**config.mk**
```make
export PLATFORM = sky130hd
export DESIGN_NAME = hazard_scoreboard
export DESIGN_NICKNAME = d
export VERILOG_FILES = /design/src/rtl/hazard_scoreboard.sv
export SDC_FILE = /design/constraint.sdc
export NUM_CORES = 1
export LEC_CHECK = 0
export ABC_CLOCK_PERIOD_IN_PS = 2900
export BUFFER_PORTS_ARGS = -buffer_cell sky130_fd_sc_hd__clkbuf_2
export CAP_MARGIN = 30
export CORE_ASPECT_RATIO = 1.75
export CORE_MARGIN = 2
export CORE_UTILIZATION = 26
export DETAILED_ROUTE_END_ITERATION = 10
export SYNTH_ARGS = -nofsm -noshare
export SYNTH_HDL_FRONTEND = slang
export SYNTH_SLANG_ARGS = --single-unit
```
**constraint.sdc**
```tcl
create_clock -name clk -period 2.9 [get_ports clk]
set_input_delay 0.725 -clock clk [delete_from_list [all_inputs] [get_ports clk]]
set_output_delay 0.725 -clock clk [all_outputs]
set_load 0.03 [all_outputs]
```
**src/rtl/hazard_scoreboard.sv**
```systemverilog
// hazard_scoreboard: per-register result-latency countdown for decode hazards, plus drain handshake.
// Optional SB_STATS_EN adds the stat_stall_cycles counter output.
module hazard_scoreboard #(
  parameter int ADDR_W = 5,
  parameter int LOAD_LAT = 1,
  parameter int ALU_LAT = 0,
  localparam int NREGS = 1 << ADDR_W,
  localparam int MAX_LAT = LOAD_LAT > ALU_LAT ? LOAD_LAT : ALU_LAT,
  localparam int CNT_W = MAX_LAT < 1 ? 1 : $clog2(MAX_LAT + 1)
) (
  input  logic              clk,
  input  logic              rst,
  input  logic              hold,
  input  logic              flush,
  input  logic              id_valid,
  input  logic              id_re1,
  input  logic              id_re2,
  input  logic [ADDR_W-1:0] id_raddr1,
  input  logic [ADDR_W-1:0] id_raddr2,
  input  logic              id_we,
  input  logic [ADDR_W-1:0] id_waddr,
  input  logic              id_is_load,
  input  logic              drain_req,
  output logic              stallreq,
  output logic              issue,
  output logic [NREGS-1:0]  pending,
  output logic              drain_done
`ifdef SB_STATS_EN
  ,
  output logic [31:0]       stat_stall_cycles
`endif
);
  typedef enum logic [1:0] {IDLE, DRAIN, DONE} state_t;
  state_t state;
  logic [CNT_W-1:0] cnt [1:NREGS-1];
  logic [CNT_W-1:0] lat;
  logic hz1, hz2, all_zero;
  assign lat = id_is_load ? CNT_W'(LOAD_LAT) : CNT_W'(ALU_LAT);
  assign hz1 = id_re1 && id_raddr1 != '0 && pending[id_raddr1];
  assign hz2 = id_re2 && id_raddr2 != '0 && pending[id_raddr2];
  assign stallreq = id_valid && (hz1 || hz2 || state != IDLE);
  assign issue = id_valid && !stallreq && !hold && !flush;
  assign all_zero = ~|pending;
  assign pending[0] = 1'b0;
  for (genvar g = 1; g < NREGS; g++) begin : g_reg
    logic [CNT_W-1:0] dec;
    assign dec = cnt[g] - CNT_W'(cnt[g] != '0);
    assign pending[g] = cnt[g] != '0;
    always_ff @(posedge clk or negedge rst)
      if (!rst) cnt[g] <= '0;
      else if (!hold) cnt[g] <= (issue && id_we && id_waddr == ADDR_W'(g)) ? (dec > lat ? dec : lat) : dec;
  end
  always_ff @(posedge clk or negedge rst)
    if (!rst) begin
      state <= IDLE;
      drain_done <= 1'b0;
    end else begin
      case (state)
        IDLE: if (drain_req) state <= DRAIN;
        DRAIN:
          if (!drain_req) state <= IDLE;
          else if (all_zero) begin
            state <= DONE;
            drain_done <= 1'b1;
          end
        DONE:
          if (!drain_req) begin
            state <= IDLE;
            drain_done <= 1'b0;
          end
        default: begin
          state <= IDLE;
          drain_done <= 1'b0;
        end
      endcase
    end
`ifdef SB_STATS_EN
  always_ff @(posedge clk or negedge rst)
    if (!rst) stat_stall_cycles <= '0;
    else if (stallreq && !hold && !flush) stat_stall_cycles <= stat_stall_cycles + 32'd1;
`endif
endmodule

```
==> results of run 1 <==
-- Yosys cell counts, types with 2 or more instances --
library cell,count
a31oi_1,3
and2_1,2
buf_2,2
buf_4,2
buf_6,6
clkbuf_1,6
dfrtp_1,34
inv_1,4
mux2_2,3
mux2i_1,6
mux4_1,2
mux4_2,9
nand2_1,46
nand3_1,5
nand4_1,2
nor2_1,8
nor2b_1,4
nor3_1,4
nor3b_1,2
nor4_1,7
nor4b_1,2
o211ai_1,2
o31ai_1,33
or3_1,2
-- final timing paths --
path / startpoint / to / slack, ns / cells after the start
max: id_raddr2[0] / stallreq / -0.17 / 8
min in group asynchronous: rst / drain_done$_DFFE_PN0P_ / 0.55 / 1
min: state[1]$_DFFE_PN0P_ / state[0]$_DFFE_PN0P_ / 0.54 / 1
max in group asynchronous: rst / pending[14]$_DFFE_PN0N_ / 1.81 / 1
min reg2reg: state[1]$_DFFE_PN0P_ / state[0]$_DFFE_PN0P_ / 0.54 / 1
max reg2reg: pending[15]$_DFFE_PN0N_ / pending[21]$_DFFE_PN0N_ / 0.60 / 7
-- worst max-delay path: cells and delay by family --
family,cells,cell delay (ns)
AND/OR/NAND/NOR,1,0.17
multiplexers,1,0.50
AO/OA/AOI/OAI,3,0.62
buffers and inverters,3,0.32
-- cell families after synthesis --
family                 after synthesis
muxes                               21
and+or+nand+nor                     86
other                                1
DFF                                 34
buffers and inverters               20
AOI/OAI and AO/OA                   49
-- registers in the layout, summed over array words and instances (netlist names) --
name and count:
pending 31, drain_done 1, state 2
-- what timing repair did --
item                       4_1_cts  5_1_grt
pin swaps                        5        7
setup endpoints to repair        2        2
resized for setup               17        6
-- routing by layer --
layer | GRT usage [%] | wire length, um | up-vias
met1 | 17.03 | 2475 | 989
met5 | 0 | 0 | -
met3 | 1.618 | 221 | 11
met2 | 29.64 | 3970 | 71
met4 | 10.02 | 206 | 0
li1 | - | - | 938
-- where the power goes --
| group | switching, mW | total [mW] | internal [mW] |
|---|---|---|---|
| sequential | 0.00663 | 0.490 | 0.483 |
| combinational | 0.126 | 0.207 | 0.0816 |
| clock | 0.177 | 0.490 | 0.313 |
| total | 0.309 | 1.19 | 0.878 |
-- final cells by class --
type	count	share of cell area, %
clock buffers	7	4.745
inverters	4	0.5372
multi-input cells	157	42.61
flip-flops and latches	34	30.44
well taps	90	4.029
repair buffers	75	17.64
-- metrics by stage --
stage / TNS (ns) / total power, mW
floorplan: -0.1989 / 0.6358
global placement: -0.8455 / 0.6883
finish: -0.2744 / 1.187
CTS: -0.3424 / 1.196
detailed placement: -1.234 / 0.6903
global route: -0.4718 / 1.234
==> implementation parameters, run 1 <==
Parameter                              Value

STA
  Final period demand of the worst path ... 3.072 ns
  Worst hold margin ... 0.5382 ns
  Max-slew violation total from the final report ... 0
  Share of the clock period used by the worst path ... 105.9%
  Final hold violation count ... 0
  Unrepaired setup endpoints after global routing ... yes
  Number of setup violations in the final report ... 2
  Slew Limit Headroom ... 43.16%
  Skew final ... 0.004089 ns
  Worst setup slack after layout ... -0.1717 ns
  Tightest Pin Transition ... 0.8525 ns
  FMAX ... 325.6 MHz

Synth
  Count of warnings emitted by yosys ... 0
  Complex-gate fraction of the synthesized area ... 17.60%
  Synth cell types ... 39
  Post-synthesis share of cell area spent on full adders, half adders and majority gates ... 0%
  Xor/xnor share of the synthesized area ... 0%
  Sequential fraction of the synthesis area ... 40.02%
  Cell area after technology mapping ... 2126 um2
  Post-Synthesis Mean Instance Area ... 10.07 um2
  Dominant combinational cell family by area after synthesis ... simple AND/OR/NAND/NOR gates
  Library cell with the largest summed area after synthesis ... dfrtp_1
  Count of state elements after synthesis ... 34
  Number of flops mapped to enable cells by yosys ... 0
  Leading post-synthesis cells by cell area ... dfrtp_1 (40%), o31ai_1 (12%), mux4_2 (9.5%)
  Flip-flop cell with the highest count after synthesis ... dfrtp_1
  Synth Instances ... 211
  Multiplexer share of the synthesized area ... 17.13%
  Area share of the leading cell type in the synthesized netlist ... 40.02%
  Post-synthesis simple-gate area fraction ... 18.95%
  Fraction of registers with async set/reset ... 100.0%
  Net count after synthesis ... 236

Clocking
  Root cell of the clock tree ... clkbuf_16
  Number of setup buffers added after CTS ... 0
  Clock latency reported for the late side of the worst-skew pair ... 0.28 ns
  CTS tree ... done
  CTS Hold Buffers Added ... 0
  Clock edge transition at the registers on the reported setup and hold paths ... 0.05 ns
  Clock buffer count from CTS ... 5
  Count of H-tree levels built during CTS ... 2
  Buffers from clock root to sink, at most ... 2
  Sink count of the clock tree ... 34

Pwr
  Reported leakage power ... 1.254 nW
  Power density over the cells ... 424.8 nW/um2
  Worst IR drop on VDD ... 0.1984 mV

Die
  Die Span Y ... 123.6 um
  Core footprint ... 7909 um2
  Top Ports ... 60
  Effective utilization at floorplan ... 26.88%
  Row count ... 43
  Width of the chip ... 72.35 um
  Die area ... 8944 um2

Layout
  Finished Layout Cells ... 367
  Finished Cell Area ... 2795 um2
  Share of final-layout standard cells stronger than drive strength 1 ... 37.18%
  Number of diodes ... 0
  Register cell area after layout ... 850.8 um2
  Area growth syn-to-layout ... 31.49%
  Final-layout fill cell count ... 810
  Multi-input combinational cell area ... 1191 um2
  Total number of nets in the final design ... 302
  Top library cells by usage in the layout, fill and taps aside ... clkbuf_2 (53), nand2_1 (46), dfrtp_1 (34)
  Final core area utilization ... 35.34%
  Most frequent standard cell in the layout excluding fill and tap cells ... clkbuf_2

Global route
  Overall Global Routing Usage ... 16.06%
  First-pass GRT wire length ... 10.61 mm
  Initial antenna violation count ... 0
  Pin count of the biggest net entering global routing ... 35
  Vias in the first global route ... 1979
  Final global-route overflow total ... 0

Detailed routing
  Total detailed-routing wirelength ... 6.873 mm
  Count of vias placed by the detailed router ... 2009
  Total iterations of the first detailed-routing run ... 4
  Average wire per cell in the routed design ... 18.73 um
  Iter 0 DRT Violations ... 180
  DRC Markers ... 0
  Post-DR vias/cell ... 5.474
  ANT nets after route ... 0

Critical path
  Highest fanout seen on the critical path ... 6
  Type of origin of the critical path ... input port
  Data required time of the worst path ... 2.17 ns
  Category of the critical setup timing path ... input port to output pin
  Critical-path cell list ... clkbuf_16, mux4_2, inv_2, a221oi_2, a311o_1, a41o_2, and2_4, buf_8
  Data arrival time of the critical path ... 2.35 ns
  Worst stage delay on the critical path ... 0.50 ns
  Critical path endpoint category ... output pin
  Worst path slowest cell ... mux4_2

Status
  Outcome ... complete, but fails checks
  Violations in the final reports ... setup timing

Flow run
  Number of violations of the max-capacitance limit ... 0

Placed design
  Setup Slack @ Placement ... -0.4381 ns
  Post-Place Cell Area ... 2555 um2
  Placed cell count ... 360
  Port Buf Inserts ... 58
  Half-perimeter wire length of the detailed placement result ... 5.417 mm
  Weighted congestion reported at the end of routability-driven placement ... 0.9335

Hold path
  Class of the tightest hold or removal check ... register to register
Power figures use the tool's default switching activity.
==> run 2, diff against run 1 <==
- ABC_CLOCK_PERIOD_IN_PS: 2900 -> 2600
- clock period: 2.9 -> 2.6 ns (I/O delays scaled with it)
==> run 2 against run 1 <==
The run still ends with setup timing left. Clock power up 12%. Clock-buffer cell count unchanged. Clock skew up 0.0010 ns. Register-to-register slack worse by 0.29 ns. First-iteration DRC count down 42%. Cell area up 7.2%. Sequential power up 11%. Final cell count up 6.5%. Critical path depth unchanged. Non-clock buffer count up 24. Sequential share of layout area down 2.0 points. Critical path type unchanged.
==> implementation parameters, run 2 (synthesized netlist as in run 1, its figures left out) <==
Parameter                              Value

Status
  Outcome ... complete, but fails checks
  Violations in the final reports ... setup timing

Layout
  Area growth syn-to-layout ... 40.97%
  Share of final-layout standard cells stronger than drive strength 1 ... 42.86% (+5.7 points)
  Final-layout fill cell count ... 813 (+0.37%)
  Final core area utilization ... 37.89% (+2.5 points)
  Multi-input combinational cell area ... 1209 um2 (+1.5%)
  Number of diodes ... 0 (unchanged)
  Register cell area after layout ... 850.8 um2 (unchanged)
  Largest register FFs ... 31 (unchanged)
  Total number of nets in the final design ... 326 (+7.9%)
  Most frequent standard cell in the layout excluding fill and tap cells ... clkbuf_2
  Top library cells by usage in the layout, fill and taps aside ... clkbuf_2 (53), nand2_1 (45), buf_4 (40)

STA
  Worst setup slack after layout ... -0.3432 ns (-0.1715 ns)
  Slew Limit Headroom ... 43.35% (+0.19 points)
  Unrepaired setup endpoints after global routing ... yes
  Number of setup violations in the final report ... 2 (unchanged)
  Tightest Pin Transition ... 0.8497 ns (-0.002819 ns)
  Max-slew violation total from the final report ... 0 (unchanged)
  FMAX ... 339.8 MHz
  Final period demand of the worst path ... 2.943 ns
  Share of the clock period used by the worst path ... 113.2%
  Skew final ... 0.005115 ns (+0.001026 ns)
  Final hold violation count ... 0 (unchanged)
  Total Neg Setup Slack ... -0.6122 ns (-0.3378 ns)
  Worst hold margin ... 0.4730 ns (-0.06514 ns)

Die
  Row count ... 43 (unchanged)
  Width of the chip ... 72.35 um (unchanged)
  Die Span Y ... 123.6 um (unchanged)
  Effective utilization at floorplan ... 26.88% (unchanged)
  Core footprint ... 7909 um2 (unchanged)
  Die area ... 8944 um2 (unchanged)
  Top Ports ... 60 (unchanged)

Clocking
  Count of H-tree levels built during CTS ... 2 (unchanged)
  Root cell of the clock tree ... clkbuf_16
  Buffers from clock root to sink, at most ... 2 (unchanged)
  Clock edge transition at the registers on the reported setup and hold paths ... 0.05 ns (about the same)
  CTS tree ... done
  Clock latency reported for the late side of the worst-skew pair ... 0.28 ns (about the same)
  Clock buffer count from CTS ... 5 (unchanged)
  Sink count of the clock tree ... 34 (unchanged)
  CTS Hold Buffers Added ... 0 (unchanged)

Placed design
  Weighted congestion reported at the end of routability-driven placement ... 0.8931 (-4.3%)
  Port Buf Inserts ... 58 (unchanged)
  Setup Slack @ Placement ... -0.5446 ns (-0.1065 ns)
  Half-perimeter wire length of the detailed placement result ... 5.531 mm (+2.1%)

Critical path
  Type of origin of the critical path ... input port
  Cells on worst reg2reg path ... 7 (unchanged)
  Worst reg2reg path startpoint ... pending[2]$_DFFE_PN0N_
  Setup slack, reg-to-reg ... 0.31 ns (-0.29 ns)
  Worst setup startpoint ... id_raddr2[0]
  Highest fanout seen on the critical path ... 6 (unchanged)
  Category of the critical setup timing path ... input port to output pin
  Data arrival time of the critical path ... 2.29 ns (-0.06 ns)
  Endpoint of the worst-slack reg-to-reg timing path ... pending[24]$_DFFE_PN0N_
  Critical path endpoint category ... output pin
  Data required time of the worst path ... 1.95 ns (-0.22 ns)

Detailed routing
  Count of vias placed by the detailed router ... 2042 (+1.6%)
  Post-DR vias/cell ... 5.223 (-4.6%)
  ANT nets after route ... 0 (unchanged)
  Total detailed-routing wirelength ... 6.963 mm (+1.3%)
  Iter 0 DRT Violations ... 104 (-42%)
  DRC Markers ... 0 (unchanged)
  Total iterations of the first detailed-routing run ... 5 (+1)
  Average wire per cell in the routed design ... 17.81 um (-4.9%)

Global route
  Overall Global Routing Usage ... 16.49% (+0.43 points)
  Vias in the first global route ... 2048 (+3.5%)
  First-pass GRT wire length ... 10.96 mm (+3.3%)
  Final global-route overflow total ... 0 (unchanged)
  Fraction of met3 tracks used by global routing ... 2.346% (+0.73 points)
  Pin count of the biggest net entering global routing ... 35 (unchanged)
  Met2 layer usage reported by global route ... 31.36% (+1.7 points)
  Global Route met1 Usage ... 17.22% (+0.19 points)
  Initial antenna violation count ... 0 (unchanged)
  GRT Max-Usage Layer ... met2

Pwr
  Design Power ... 1.341 mW (+13%)
  Combinational share of power ... 18.4% (+0.9 points)
  Switching power ... 0.3535 mW (+14%)
  Power density over the cells ... 447.4 nW/um2 (+5.3%)
  Worst IR drop on VDD ... 0.2301 mV (+16%)
  Switching part of the total ... 26.36% (+0.32 points)
  Share of total power in the clock network ... 41.0% (-0.3 points)
  Reported leakage power ... 1.387 nW (+11%)
  Internal power of the cells ... 0.9873 mW (+12%)
  Sequential cell fraction of total power ... 40.6% (-0.7 points)

Hold path
  Class of the tightest hold or removal check ... input port to async pin

Flow run
  Number of violations of the max-capacitance limit ... 0 (unchanged)
[run 2: cell count changes in the layout (fill, tap and decap cells not counted), sizes merged]
cell and change:
buf +24
[run 2: final cells by class]
class / count / share of cell area (%)
Timing Repair Buffer: 99 / 22.59
Inverter: 4 / 0.5010
Multi-Input combinational cell: 157 / 40.33
Tap cell: 90 / 3.758
Clock buffer: 7 / 4.426
Sequential cell: 34 / 28.39
[run 2: what timing repair did]
action                     CTS  global route
buffers inserted             0             0
setup endpoints to repair    2             2
gates cloned                 0             0
pin swaps                    3             7
resized for setup           16            11
[run 2: power groups by stage]
stage / registers (mW) / logic, mW / clock network [mW]
floorplan: 0.566 / 0.143 / 0
global placement: 0.553 / 0.221 / 0
detailed placement: 0.553 / 0.225 / 0
CTS: 0.544 / 0.239 / 0.558
global route: 0.545 / 0.269 / 0.580
finish: 0.544 / 0.247 / 0.550
[run 2: stage by stage]
| step | instances | area, um2 |
|---|---|---|
| after floorplan | 211 | 2187 |
| after global placement | 384 | 2735 |
| after detailed placement | 384 | 2735 |
| after CTS | 391 | 2955 |
| after global routing | 391 | 2997 |
| final | 391 | 2997 |
[run 2: worst max path at each step]
stage                          end  slack (ns)
after CTS                 stallreq       -0.36
final                     stallreq       -0.34
after floorplan              issue       -0.25
after global routing      stallreq       -0.40
after detailed placement  stallreq       -0.54
after global placement    stallreq       -0.50
[run 2: layer usage]
metal,wire [um],share of wire (%)
met3,241,3.5
met4,196,2.8
met2,4010,58
met5,0,0
met1,2514,36
[run 2: worst max-delay path, stage by stage]
cell and delay [ns]:
clkbuf_16 0.14, mux2_4 0.29, a31oi_1 0.18, o31ai_1 0.09, a311o_1 0.36, a41o_4 0.29
and2_4 0.17, buf_8 0.13
==> run 3, diff against run 2 <==
--- a/constraint.sdc
+++ b/constraint.sdc
@@ -3,2 +3,2 @@
 set_output_delay 0.65 -clock clk [all_outputs]
-set_load 0.03 [all_outputs]
+set_load 0.01 [all_outputs]
==> run 3 against run 2 <==
The flow still finishes with violations (setup timing). Sequential cell count is the same. Clock skew increased by 0.00070 ns. Sequential power hardly changed. Via count rose by 4.7%. Global-route usage rose by 0.48 points. Hold slack worse by 0.014 ns. Non-clock buffer count up 2. Critical endpoint unchanged.
==> implementation parameters, run 3 (synthesized netlist as in run 1, its figures left out) <==
Parameter                              Value

Status
  Outcome ... complete, but fails checks
  Violations in the final reports ... setup timing

Clocking
  Clock buffer count from CTS ... 5 (unchanged)
  Buffers from clock root to sink, at most ... 2 (unchanged)
  Clock edge transition at the registers on the reported setup and hold paths ... 0.05 ns (about the same)
  Root cell of the clock tree ... clkbuf_16
  CTS tree ... done
  Clock latency reported for the late side of the worst-skew pair ... 0.28 ns (about the same)
  Sink count of the clock tree ... 34 (unchanged)
  Count of H-tree levels built during CTS ... 2 (unchanged)

Critical path
  Data required time of the worst path ... 1.95 ns (about the same)
  Worst path slowest cell ... mux4_2
  Critical path endpoint category ... output pin
  Worst stage delay on the critical path ... 0.50 ns (+0.14 ns)
  Setup slack, reg-to-reg ... 0.26 ns (-0.05 ns)
  Cells on worst reg2reg path ... 8 (+1)
  Critical-path cell list ... buf_2, mux4_2, mux2_4, nand2_1, a222oi_1, a41o_4, and2_4, buf_6
  Type of origin of the critical path ... input port
  Highest fanout seen on the critical path ... 4 (-2)
  Data arrival time of the critical path ... 2.29 ns (about the same)
  Top cell family by delay on the critical path ... multiplexers
  Number of buffer and inverter instances along the worst setup path ... 2 (unchanged)
  Worst reg2reg path startpoint ... pending[12]$_DFFE_PN0N_
  Category of the critical setup timing path ... input port to output pin
  Endpoint of the worst-slack reg-to-reg timing path ... pending[3]$_DFFE_PN0N_

Pwr
  Worst IR drop on VDD ... 0.2033 mV (-12%)
  Power density over the cells ... 444.5 nW/um2 (-0.67%)
  Reported leakage power ... 1.392 nW (+0.35%)
  Design Power ... 1.322 mW (-1.4%)

Global route
  Met2 layer usage reported by global route ... 30.16% (-1.2 points)
  Final global-route overflow total ... 0 (unchanged)
  Fraction of met3 tracks used by global routing ... 1.942% (-0.40 points)
  GRT Max-Usage Layer ... met2
  Vias in the first global route ... 2126 (+3.8%)
  Pin count of the biggest net entering global routing ... 35 (unchanged)
  Global Route met1 Usage ... 17.86% (+0.64 points)
  First-pass GRT wire length ... 11.22 mm (+2.4%)
  Initial antenna violation count ... 0 (unchanged)
  Overall Global Routing Usage ... 16.97% (+0.48 points)

Detailed routing
  Total iterations of the first detailed-routing run ... 4 (-1)
  ANT nets after route ... 0 (unchanged)
  Iter 0 DRT Violations ... 110 (+5.8%)
  Total detailed-routing wirelength ... 7.184 mm (+3.2%)
  Average wire per cell in the routed design ... 18.28 um (+2.6%)
  DRC Markers ... 0 (unchanged)
  Post-DR vias/cell ... 5.438 (+4.1%)
  Count of vias placed by the detailed router ... 2137 (+4.7%)

Layout
  Register cell area after layout ... 850.8 um2 (unchanged)
  Finished Layout Cells ... 393 (+0.51%)
  Final-layout fill cell count ... 801 (-1.5%)
  Most frequent standard cell in the layout excluding fill and tap cells ... clkbuf_2
  Number of diodes ... 0 (unchanged)
  Top library cells by usage in the layout, fill and taps aside ... clkbuf_2 (52), nand2_1 (46), buf_4 (42)
  Share of final-layout standard cells stronger than drive strength 1 ... 41.91% (-0.94 points)
  Multi-input combinational cell area ... 1176 um2 (-2.7%)
  Area growth syn-to-layout ... 39.91%
  Final core area utilization ... 37.60% (-0.28 points)
  Total number of nets in the final design ... 328 (+0.61%)
  Largest register FFs ... 31 (unchanged)

STA
  Tightest Pin Transition ... 0.8253 ns (-0.02445 ns)
  Total Neg Setup Slack ... -0.5878 ns (+0.02442 ns)
  Number of setup violations in the final report ... 2 (unchanged)
  FMAX ... 340.2 MHz (+0.14%)
  Max-slew violation total from the final report ... 0 (unchanged)
  Unrepaired setup endpoints after global routing ... yes
  Share of the clock period used by the worst path ... 113.0% (-0.16 points)
  Final hold violation count ... 0 (unchanged)
  Slew Limit Headroom ... 44.98% (+1.6 points)
  Skew final ... 0.005811 ns (+0.0006960 ns)
  Final period demand of the worst path ... 2.939 ns (-0.004110 ns)
  Worst setup slack after layout ... -0.3391 ns (+0.004110 ns)

Die
  Die area ... 8944 um2 (unchanged)
  Core footprint ... 7909 um2 (unchanged)
  Die Span Y ... 123.6 um (unchanged)
  Row count ... 43 (unchanged)
  Width of the chip ... 72.35 um (unchanged)
  Top Ports ... 60 (unchanged)
  Effective utilization at floorplan ... 26.88% (unchanged)

Placed design
  Weighted congestion reported at the end of routability-driven placement ... 0.8935 (about the same)
  Half-perimeter wire length of the detailed placement result ... 5.856 mm (+5.9%)
  Port Buf Inserts ... 58 (unchanged)
  Placed cell count ... 385 (+0.26%)

Flow run
  Number of violations of the max-capacitance limit ... 0 (unchanged)

Hold path
  Class of the tightest hold or removal check ... input port to async pin
-- run 3: cell count changes in the layout (fill, tap and decap cells not counted), sizes merged --
cell,before,now
clkinv,0,2
buf,44,47
clkbuf,62,59
-- run 3: worst max-delay path by stage --
stage / startpoint / to / slack, ns / cells past startpoint
final: id_raddr1[1] / stallreq / -0.34 / 8
after global routing: id_raddr1[3] / stallreq / -0.41 / 8
after CTS: id_raddr1[3] / stallreq / -0.35 / 8
after detailed placement: id_raddr1[0] / stallreq / -0.55 / 9
after global placement: id_raddr1[0] / stallreq / -0.57 / 9
after floorplan: id_raddr1[0] / stallreq / -0.21 / 7
-- run 3: cell type report --
cell class | instances | share of cell area (%)
repair buffers | 101 | 23.01
well taps | 90 | 3.786
inverters | 4 | 0.5048
clock buffers | 5 | 4.207
multi-input cells | 157 | 39.55
clock inverters | 2 | 0.3366
flip-flops and latches | 34 | 28.61
-- run 3: what timing repair did --
| action | 4_1_cts | 5_1_grt |
|---|---|---|
| cloned | 0 | 0 |
| buffers inserted | 1 | 1 |
| setup endpoints to repair | 4 | 2 |
| pin swaps | 6 | 6 |
| hold buffers | 0 | 0 |
| resized for setup | 10 | 8 |
| hold endpoints to repair | 0 | 0 |
-- run 3: per-layer routing --
layer / vias up / routed length (um)
li1: 989 / -
met1: 1044 / 2513
met2: 78 / 3953
met3: 26 / 279
met4: 0 / 438
met5: - / 0
-- run 3: worst register-to-register path, delay by kind of cell (launching register included) --
| family | cells | cell delay, ns |
|---|---|---|
| AOI/OAI and AO/OA | 4 | 0.96 |
| muxes | 1 | 0.46 |
| buffers and inverters | 3 | 0.46 |
| DFF | 1 | 0.38 |
-- run 3: stage by stage --
| stage | cell area, um2 | worst slack [ns] | hold slack, ns |
|---|---|---|---|
| after global placement | 2755 | -0.5688 | 0.5417 |
| after detailed placement | 2755 | -0.5523 | 0.5599 |
| after CTS | 2948 | -0.3513 | 0.4865 |
| final | 2974 | -0.3391 | 0.4590 |
| after floorplan | 2176 | -0.2137 | 0.3544 |
| after global routing | 2974 | -0.4061 | 0.5342 |
-- run 3: report_power, final --
part	internal, mW	switching, mW	leakage, nW
registers	0.539	0.00529	0.470
clock network	0.345	0.204	0.0694
logic	0.0962	0.133	0.853
total	0.980	0.342	1.39
